`src/rtl/i2c_wbs_arb_pkg.sv`:
```
// Shared types for the two-requester Wishbone host-port arbiter.
package i2c_wbs_arb_pkg;

  localparam int NUM_REQ = 2;

  typedef enum logic [1:0] {
    IDLE  = 2'd0,
    OWN   = 2'd1,
    ABORT = 2'd2
  } arb_state_t;

  typedef logic req_idx_t;

endpackage

```
`src/rtl/wbs_ack_watchdog.sv`:
```
// Counts cycles a strobe waits for ack; flags expiry on the last allowed cycle.
module wbs_ack_watchdog #(
  parameter int TIMEOUT = 255
) (
  input  logic clk,
  input  logic rst,
  input  logic clear_i,
  input  logic enable_i,
  output logic expire_o
);

  localparam int CW = $clog2(TIMEOUT + 1);
  localparam logic [CW-1:0] LAST = CW'(TIMEOUT - 1);

  logic [CW-1:0] cnt_q, cnt_d;

  assign expire_o = enable_i && (cnt_q == LAST);

  always_comb begin
    cnt_d = cnt_q;
    if (clear_i || expire_o) begin
      cnt_d = '0;
    end else if (enable_i) begin
      cnt_d = cnt_q + CW'(1);
    end
  end

  always_ff @(posedge clk) begin
    if (rst) begin
      cnt_q <= '0;
    end else begin
      cnt_q <= cnt_d;
    end
  end

endmodule

```
`src/rtl/i2c_wbs_host_arbiter.sv`:
```
// Round-robin, cyc-locked arbiter sharing one Wishbone host port between m0 and m1,
// with an ack watchdog that aborts a hung access by pulsing err to the owner.
module i2c_wbs_host_arbiter
  import i2c_wbs_arb_pkg::*;
#(
  parameter int ADDR_WIDTH = 3,
  parameter int DATA_WIDTH = 8,
  parameter int TIMEOUT    = 255
) (
  input  logic                  clk,
  input  logic                  rst,
  input  logic [ADDR_WIDTH-1:0] m0_adr_i,
  input  logic [DATA_WIDTH-1:0] m0_dat_i,
  output logic [DATA_WIDTH-1:0] m0_dat_o,
  input  logic                  m0_we_i,
  input  logic                  m0_stb_i,
  output logic                  m0_ack_o,
  output logic                  m0_err_o,
  input  logic                  m0_cyc_i,
  input  logic [ADDR_WIDTH-1:0] m1_adr_i,
  input  logic [DATA_WIDTH-1:0] m1_dat_i,
  output logic [DATA_WIDTH-1:0] m1_dat_o,
  input  logic                  m1_we_i,
  input  logic                  m1_stb_i,
  output logic                  m1_ack_o,
  output logic                  m1_err_o,
  input  logic                  m1_cyc_i,
  output logic [ADDR_WIDTH-1:0] wbs_adr_o,
  output logic [DATA_WIDTH-1:0] wbs_dat_o,
  input  logic [DATA_WIDTH-1:0] wbs_dat_i,
  output logic                  wbs_we_o,
  output logic                  wbs_stb_o,
  input  logic                  wbs_ack_i,
  output logic                  wbs_cyc_o
);

  arb_state_t state_q, state_d;
  req_idx_t   owner_q, owner_d;
  req_idx_t   rr_q, rr_d;

  logic own;
  logic owner_cyc;
  logic owner_stb;
  logic expire;
  logic ack_route;
  logic err_pulse;

  assign own       = (state_q == OWN);
  assign owner_cyc = owner_q ? m1_cyc_i : m0_cyc_i;
  assign owner_stb = owner_q ? m1_stb_i : m0_stb_i;

  // Grant is registered, so the bus only follows the owner once state_q says OWN.
  assign wbs_cyc_o = own;
  assign wbs_stb_o = own && owner_stb;
  assign wbs_adr_o = own ? (owner_q ? m1_adr_i : m0_adr_i) : '0;
  assign wbs_dat_o = own ? (owner_q ? m1_dat_i : m0_dat_i) : '0;
  assign wbs_we_o  = own && (owner_q ? m1_we_i : m0_we_i);

  assign ack_route = own && wbs_ack_i;
  assign err_pulse = own && expire;

  assign m0_ack_o = ack_route && (owner_q == 1'b0);
  assign m1_ack_o = ack_route && (owner_q == 1'b1);
  assign m0_dat_o = m0_ack_o ? wbs_dat_i : '0;
  assign m1_dat_o = m1_ack_o ? wbs_dat_i : '0;
  assign m0_err_o = err_pulse && (owner_q == 1'b0);
  assign m1_err_o = err_pulse && (owner_q == 1'b1);

  wbs_ack_watchdog #(
    .TIMEOUT (TIMEOUT)
  ) u_watchdog (
    .clk      (clk),
    .rst      (rst),
    .clear_i  (!(wbs_stb_o && !wbs_ack_i)),
    .enable_i (wbs_stb_o && !wbs_ack_i),
    .expire_o (expire)
  );

  always_comb begin
    state_d = state_q;
    owner_d = owner_q;
    rr_d    = rr_q;
    case (state_q)
      IDLE: begin
        if (m0_cyc_i && m1_cyc_i) begin
          owner_d = rr_q;
          state_d = OWN;
        end else if (m0_cyc_i) begin
          owner_d = 1'b0;
          state_d = OWN;
        end else if (m1_cyc_i) begin
          owner_d = 1'b1;
          state_d = OWN;
        end
      end
      OWN: begin
        if (!owner_cyc) begin
          state_d = IDLE;
          rr_d    = ~owner_q;
        end else if (expire) begin
          state_d = ABORT;
        end
      end
      ABORT: begin
        if (!owner_cyc) begin
          state_d = IDLE;
          rr_d    = ~owner_q;
        end
      end
      default: state_d = IDLE;
    endcase
  end

  always_ff @(posedge clk) begin
    if (rst) begin
      state_q <= IDLE;
      owner_q <= 1'b0;
      rr_q    <= 1'b0;
    end else begin
      state_q <= state_d;
      owner_q <= owner_d;
      rr_q    <= rr_d;
    end
  end

endmodule

```
`config.mk`:
```
export PLATFORM = sky130hd
export DESIGN_NAME = i2c_wbs_host_arbiter
export DESIGN_NICKNAME = d
export VERILOG_FILES = /design/src/rtl/i2c_wbs_arb_pkg.sv /design/src/rtl/wbs_ack_watchdog.sv /design/src/rtl/i2c_wbs_host_arbiter.sv
export SDC_FILE = /design/constraint.sdc
export NUM_CORES = 1
export LEC_CHECK = 0
export ABC_AREA = 1
export CELL_PAD_IN_SITES_DETAIL_PLACEMENT = 1
export CELL_PAD_IN_SITES_GLOBAL_PLACEMENT = 1
export CORE_UTILIZATION = 39
export CTS_CLUSTER_DIAMETER = 120
export CTS_CLUSTER_SIZE = 20
export DETAILED_ROUTE_END_ITERATION = 6
export DONT_BUFFER_PORTS = 1
export PLACE_DENSITY_LB_ADDON = 0.15
export SETUP_SLACK_MARGIN = 0.05
export SYNTH_ARGS = -nofsm -noshare
export SYNTH_HDL_FRONTEND = slang
export SYNTH_SLANG_ARGS = --single-unit
```
`constraint.sdc`:
```
create_clock -name clk -period 2 [get_ports clk]
set_clock_uncertainty 0.2 [all_clocks]
set_input_delay 0.4 -clock clk [delete_from_list [all_inputs] [get_ports clk]]
set_output_delay 0.4 -clock clk [all_outputs]
set_load 0.02 [all_outputs]
```
Word level (Yosys, flattened, before mapping)
Cells that the tools add are included.

word-level totals
  input port bits = 39
  word-level logic and storage cells = 53
  register bits = 12
  output and inout bits = 34

operators by class
  reduce and logical (&&, ||, !) cells = 21
  eq/ne operators = 6
  bitwise gates (word level) = 2
  add/subtract/negate cells = 1
  muxes and demuxes = 19

operators with widths
  operator                                                count
  two-way mux 8 bit                                       4
  two-way mux 2 bit                                       6
  logical AND 1 bit                                       11
  adder 8 x 1 -> 8 bit (second input constant)            1
  == test 8 bit (second input constant)                   1
  two-way mux 1 bit                                       6
  two-way mux 3 bit                                       2
  case mux 2 bit (3 select lines)                         1
  inequality test 4 bit (second input constant)           1
  AND reduction 2 bit                                     2
  OR reduction 2 bit                                      2
  inequality test 3 x 2 -> 1 bit (second input constant)  1
  AND reduction 3 bit                                     1
  nonzero test 3 bit                                      1
  == test 2 x 1 -> 1 bit (second input constant)          1
  == test 2 bit (second input constant)                   1
  logical NOT 1 bit                                       2
  logical NOT 2 bit                                       1
  inequality test 2 bit (second input constant)           1
  inverter 1 bit                                          2
  logical OR 1 bit                                        1

Depth between registers and ports, before layout
  depth in word-level cells = 7
  mapped depth = 9
  mapped depth without buffers = 9

By module
From an unflattened synthesis, not the netlist that was laid out.

second synthesis, totals
  cell total of the unflattened synthesis = 176
  area, all modules = 1082.3 sq um

by module, submodules not included
  module                seq. area each (sq um)  cells an instance  times used  area each (sq um)
  i2c_wbs_host_arbiter  80.1                    118                1           630.6
  wbs_ack_watchdog      160.2                   58                 1           451.7

Worst setup path after synthesis
Ideal clock, no wire load.

  path kind = reg-to-output
  from = reg state_q[1]
  to = out m1_dat_o[0]
  buffers on the path = 0
  arrival = 1762 ps
  path slack = -362 ps
  stages on the path, launching flop included = 7
  data required time = 1400 ps
  path through = dfxtp_1 -> inv_1 -> ha_1 -> inv_1 -> nor3_2 -> inv_2 -> nor2_1

on the way
  cells in the longest elaborated chain, start to end = 4

ends and longest elaborated chain
  item                    RTL line                     text
  start, declared         i2c_wbs_host_arbiter.sv:37   arb_state_t state_q, state_d;
  start signal, assigned  i2c_wbs_host_arbiter.sv:120  state_q <= state_d;
  == test 2 x 1 -> 1 bit  i2c_wbs_host_arbiter.sv:48   assign own = (state_q == OWN);
  net wbs_cyc_o           i2c_wbs_host_arbiter.sv:34   output logic wbs_cyc_o
  logical AND 1 bit       i2c_wbs_host_arbiter.sv:59   assign ack_route = own && wbs_ack_i;
  logical AND 1 bit       i2c_wbs_host_arbiter.sv:63   assign m1_ack_o = ack_route && (owner_q == 1'b1);
  net m1_ack_o            i2c_wbs_host_arbiter.sv:25   output logic m1_ack_o,
  two-way mux 8 bit       i2c_wbs_host_arbiter.sv:65   assign m1_dat_o = m1_ack_o ? wbs_dat_i : '0;
  end, declared           i2c_wbs_host_arbiter.sv:22   output logic [DATA_WIDTH-1:0] m1_dat_o,

The timed path passes the listed nets, and every way through them passes these cells.

Worst setup path in the final report
  from = reg state_q[1]
  to = out m0_err_o

on the way
  cells in the longest elaborated chain, start to end = 6

ends and longest elaborated chain
  item                        RTL line                    text
  == test 2 x 1 -> 1 bit (*)  i2c_wbs_host_arbiter.sv:48
  logical AND 1 bit           i2c_wbs_host_arbiter.sv:54  assign wbs_stb_o = own && owner_stb;
  logical AND 1 bit           i2c_wbs_host_arbiter.sv:75  .enable_i (wbs_stb_o && !wbs_ack_i),
  logical AND 1 bit           wbs_ack_watchdog.sv:17      assign expire_o = enable_i && (cnt_q == LAST);
  logical AND 1 bit (*)       i2c_wbs_host_arbiter.sv:60  assign err_pulse = own && expire;
  logical AND 1 bit (*)       i2c_wbs_host_arbiter.sv:66  assign m0_err_o = err_pulse && (owner_q == 1'b0);
  end, declared               i2c_wbs_host_arbiter.sv:18  output logic m0_err_o,

Mark *: on every way between the ends. The rest lies on a longest branch, timed or not.

==> reports/qor.txt <==
CP bufs+invs -> 4
PortBufs -> 0
Initial Util -> 41.7%
Pwr Density -> 528 nW/um2
Final WL -> 5680 um
DR vias -> 1418
CP dominant cell by count -> buf_4
Area share of the largest cell type after synthesis -> 22.8%
Gpl congestion -> 0.837
Clock root buffer -> clkbuf_4
Reg2Reg Depth -> 9
Antenna violations before repair -> 0
Most frequent cell after synthesis -> nor2_1
Avg Cell Area, Syn -> 6.05 um2
Worst-Skew Late Latency -> 300 ps
Detailed placer's ending HPWL -> 2540 um
Final Slew Violations -> 0
Critical path endpoint category -> output pin
Worst hold margin -> 117 ps
CP delay by family, top -> buffers and inverters
Placed cell area -> 1330 um2
Starting DRT DRC Count -> 44
Hold Vio Cnt, Final -> 0
Post-Synthesis Cells -> 174
Global-route wire length before repair -> 6280 um
Worst Hold Class -> in -> reg
Fin util -> 67.0%
Worst path required time -> 1400 ps
Final setup violation count -> 26
DR pass1 iterations -> 4
Core Rows -> 18
Crit path DAT -> 1560 ps
Category of the worst setup path launch point -> flip-flop
Crit share post-route -> 108%
Failing checks -> negative setup slack
Worst-margin pin slew -> 276 ps
Max-cap violation count -> 0
CP Cell Sequence -> inv_4 > ha_4 > buf_4 > nand3_4 > nor2_4 > inv_2 > nor2_1 > buf_4
Num CTS Buffers -> 3
R2r endpoint -> state_q[0]$_SDFFE_PP0P_
I/O pins -> 73
Total track usage -> 31.8%
Via density per instance -> 5.81
Period minus WS final -> 2160 ps
Max-slew headroom -> 81.6%
Min-delay src -> rst
ANT cells -> 0
Maximum vdd drop -> 0.431 mV
Ys Warns -> 0
Core region area -> 2520 um2
Filler cells -> 315
Area contributors post-synth -> dfxtp_1, nor2_1, inv_1
Vert. Die Dim -> 53.9 um
Unrepaired setup endpoints after global routing -> true
FMAX -> 463 MHz
H-tree levels -> 1
Clk pin slew, worst setup/hold paths -> 90 ps
Share of cells above drive strength 1 -> 47.2%
Clock Tree Buf Depth -> 2
Slowest cell delay on critical path -> 350 ps
Congestion Overflow GR -> 0
Worst Hold End -> state_q[1]$_SDFFE_PP0P_
Ys flop type -> dfxtp_1
Setup slack, reg-to-reg -> 70 ps
Number of global-route vias before repair -> 1274
Slowest cell on crit path -> dfxtp_2
Final Instance Area -> 1690 um2
Classification of the worst setup path -> reg -> out
Syn_nets -> 219
Distinct cell type count after synthesis -> 26
Yosys top cell by area -> dfxtp_1
CTS tree -> yes
Leakage -> 0.754 nW
DIE AREA -> 2910 um2
Post-synthesis sequential area ratio -> 22.8%
Clk sinks -> 12
Post-synth EDFFs -> 0
Async S/R FF share, synth -> 0%
Register bit total from synthesis -> 12
PnR worst setup slack -> -161 ps
DR DRC count -> 0
Hold depth -> 3
Top post-synthesis cells by count -> nor2_1, inv_1, nand2_1, o21ai_0, dfxtp_1
ANT nets after route -> 0
Nets -> 260
Maximum fanout along the worst path -> 5
Area Overhead vs Synth -> 60.5%
Largest net degree at the start of global routing -> 18
Outcome -> finished with violations
Worst R2R Start -> state_q[1]$_SDFFE_PP0P_
Die Width -> 53.9 um
Synthesized area -> 1050 um2
Setup total negative slack -> -2750 ps
Routed wire per std cell -> 23.3 um
==> cell type report <==
type | count | area (um2) | area share, %
Multi-Input combinational cell | 129 | 887 | 52.5
Timing Repair Buffer | 40 | 350 | 20.7
Sequential cell | 12 | 249 | 14.7
Inverter | 29 | 129 | 7.63
Tap cell | 30 | 37.5 | 2.22
Clock buffer | 4 | 36.3 | 2.15
==> state kept, by name, indices dropped and copies added, names as in the netlist <==
| name | count |
|---|---|
| u_watchdog.cnt_q | 8 |
| state_q | 2 |
| owner_q | 1 |
| rr_q | 1 |
==> cells in the final DEF (no fill, tap or decap), types with 2 or more instances in the layout <==
cell type   n
inv_4       3
nand2_2     3
ha_1        4
a31oi_1     2
a21oi_2     4
buf_4      31
nand3_1     7
clkbuf_4    3
buf_6       6
dfxtp_1     5
dfxtp_2     7
nand2_4     3
ha_4        2
a21oi_1     5
inv_1      21
nor2_4     21
nor2_1     34
inv_2       3
o21ai_1     8
o21ai_2     4
nand2_1    20
nor3_4      2
==> repair_timing <==
item                                    in CTS  in global routing
gates cloned                                 0                  1
resized for setup                           23                 34
endpoints found under the setup margin      32                 32
pin swaps                                   12                 11
hold endpoints to repair                     2                  0
buffers inserted                            11                  7
hold buffers                                 1                  0
==> worst max path at each step <==
| stage | from | endpoint | slack [ps] | depth (start not counted) |
|---|---|---|---|---|
| floorplan | state_q[1]$_SDFFE_PP0P_ | m0_dat_o[0] | 30 | 6 |
| global placement | owner_q$_SDFFE_PP0P_ | m1_err_o | 170 | 7 |
| detailed placement | u_watchdog.cnt_q[2]$_SDFFE_PP0P_ | m1_err_o | 120 | 7 |
| CTS | state_q[1]$_SDFFE_PP0P_ | m1_dat_o[6] | -110 | 6 |
| global route | state_q[1]$_SDFFE_PP0P_ | m0_err_o | -220 | 8 |
| finish | state_q[1]$_SDFFE_PP0P_ | m0_err_o | -160 | 8 |
==> power breakdown <==
| group | internal (W) | switching (W) |
|---|---|---|
| registers | 0.000247 | 0.0000125 |
| logic | 0.000157 | 0.000256 |
| clock network | 0.000111 | 0.000108 |
| total | 0.000516 | 0.000377 |
==> per-layer routing <==
metal | routed length [um] | share of wire [%] | track usage [%] | vias to the layer above
li1 | - | - | - | 626
met1 | 1890 | 33 | 31.0 | 660
met2 | 3010 | 53 | 58.6 | 105
met3 | 477 | 8.4 | 5.37 | 27
met4 | 297 | 5.2 | 24.1 | 0
met5 | 0 | 0 | 0 | -
==> metrics by stage <==
step | power [W] | std cells | setup WS [ps]
3_5_place_dp | 0.000564 | 220 | 120
2_1_floorplan | 0.000482 | 174 | 33.5
4_1_cts | 0.000795 | 236 | -106
3_3_place_gp | 0.000550 | 220 | 166
5_1_grt | 0.000918 | 244 | -217
6_report | 0.000893 | 244 | -161
==> kinds of logic after synthesis <==
kind of cell               count (synthesis)  synth area share [%]
AOI/OAI and AO/OA                         26                  14.5
adders and majority gates                  6                  7.13
and+or+nand+nor                           96                  41.5
DFF                                       12                  22.8
xor gates and xnor gates                   1                 0.832
buffers and inverters                     33                  13.2
==> worst register-to-register path, stage by stage (launching register included) <==
cell	delay, ps
dfxtp_2	350
inv_4	60
ha_4	190
buf_4	140
buf_4	100
nand3_1	190
o21bai_2	300
nand3_1	110
nand2_1	70
nor2_1	150
(Power assumes the default switching activity.)
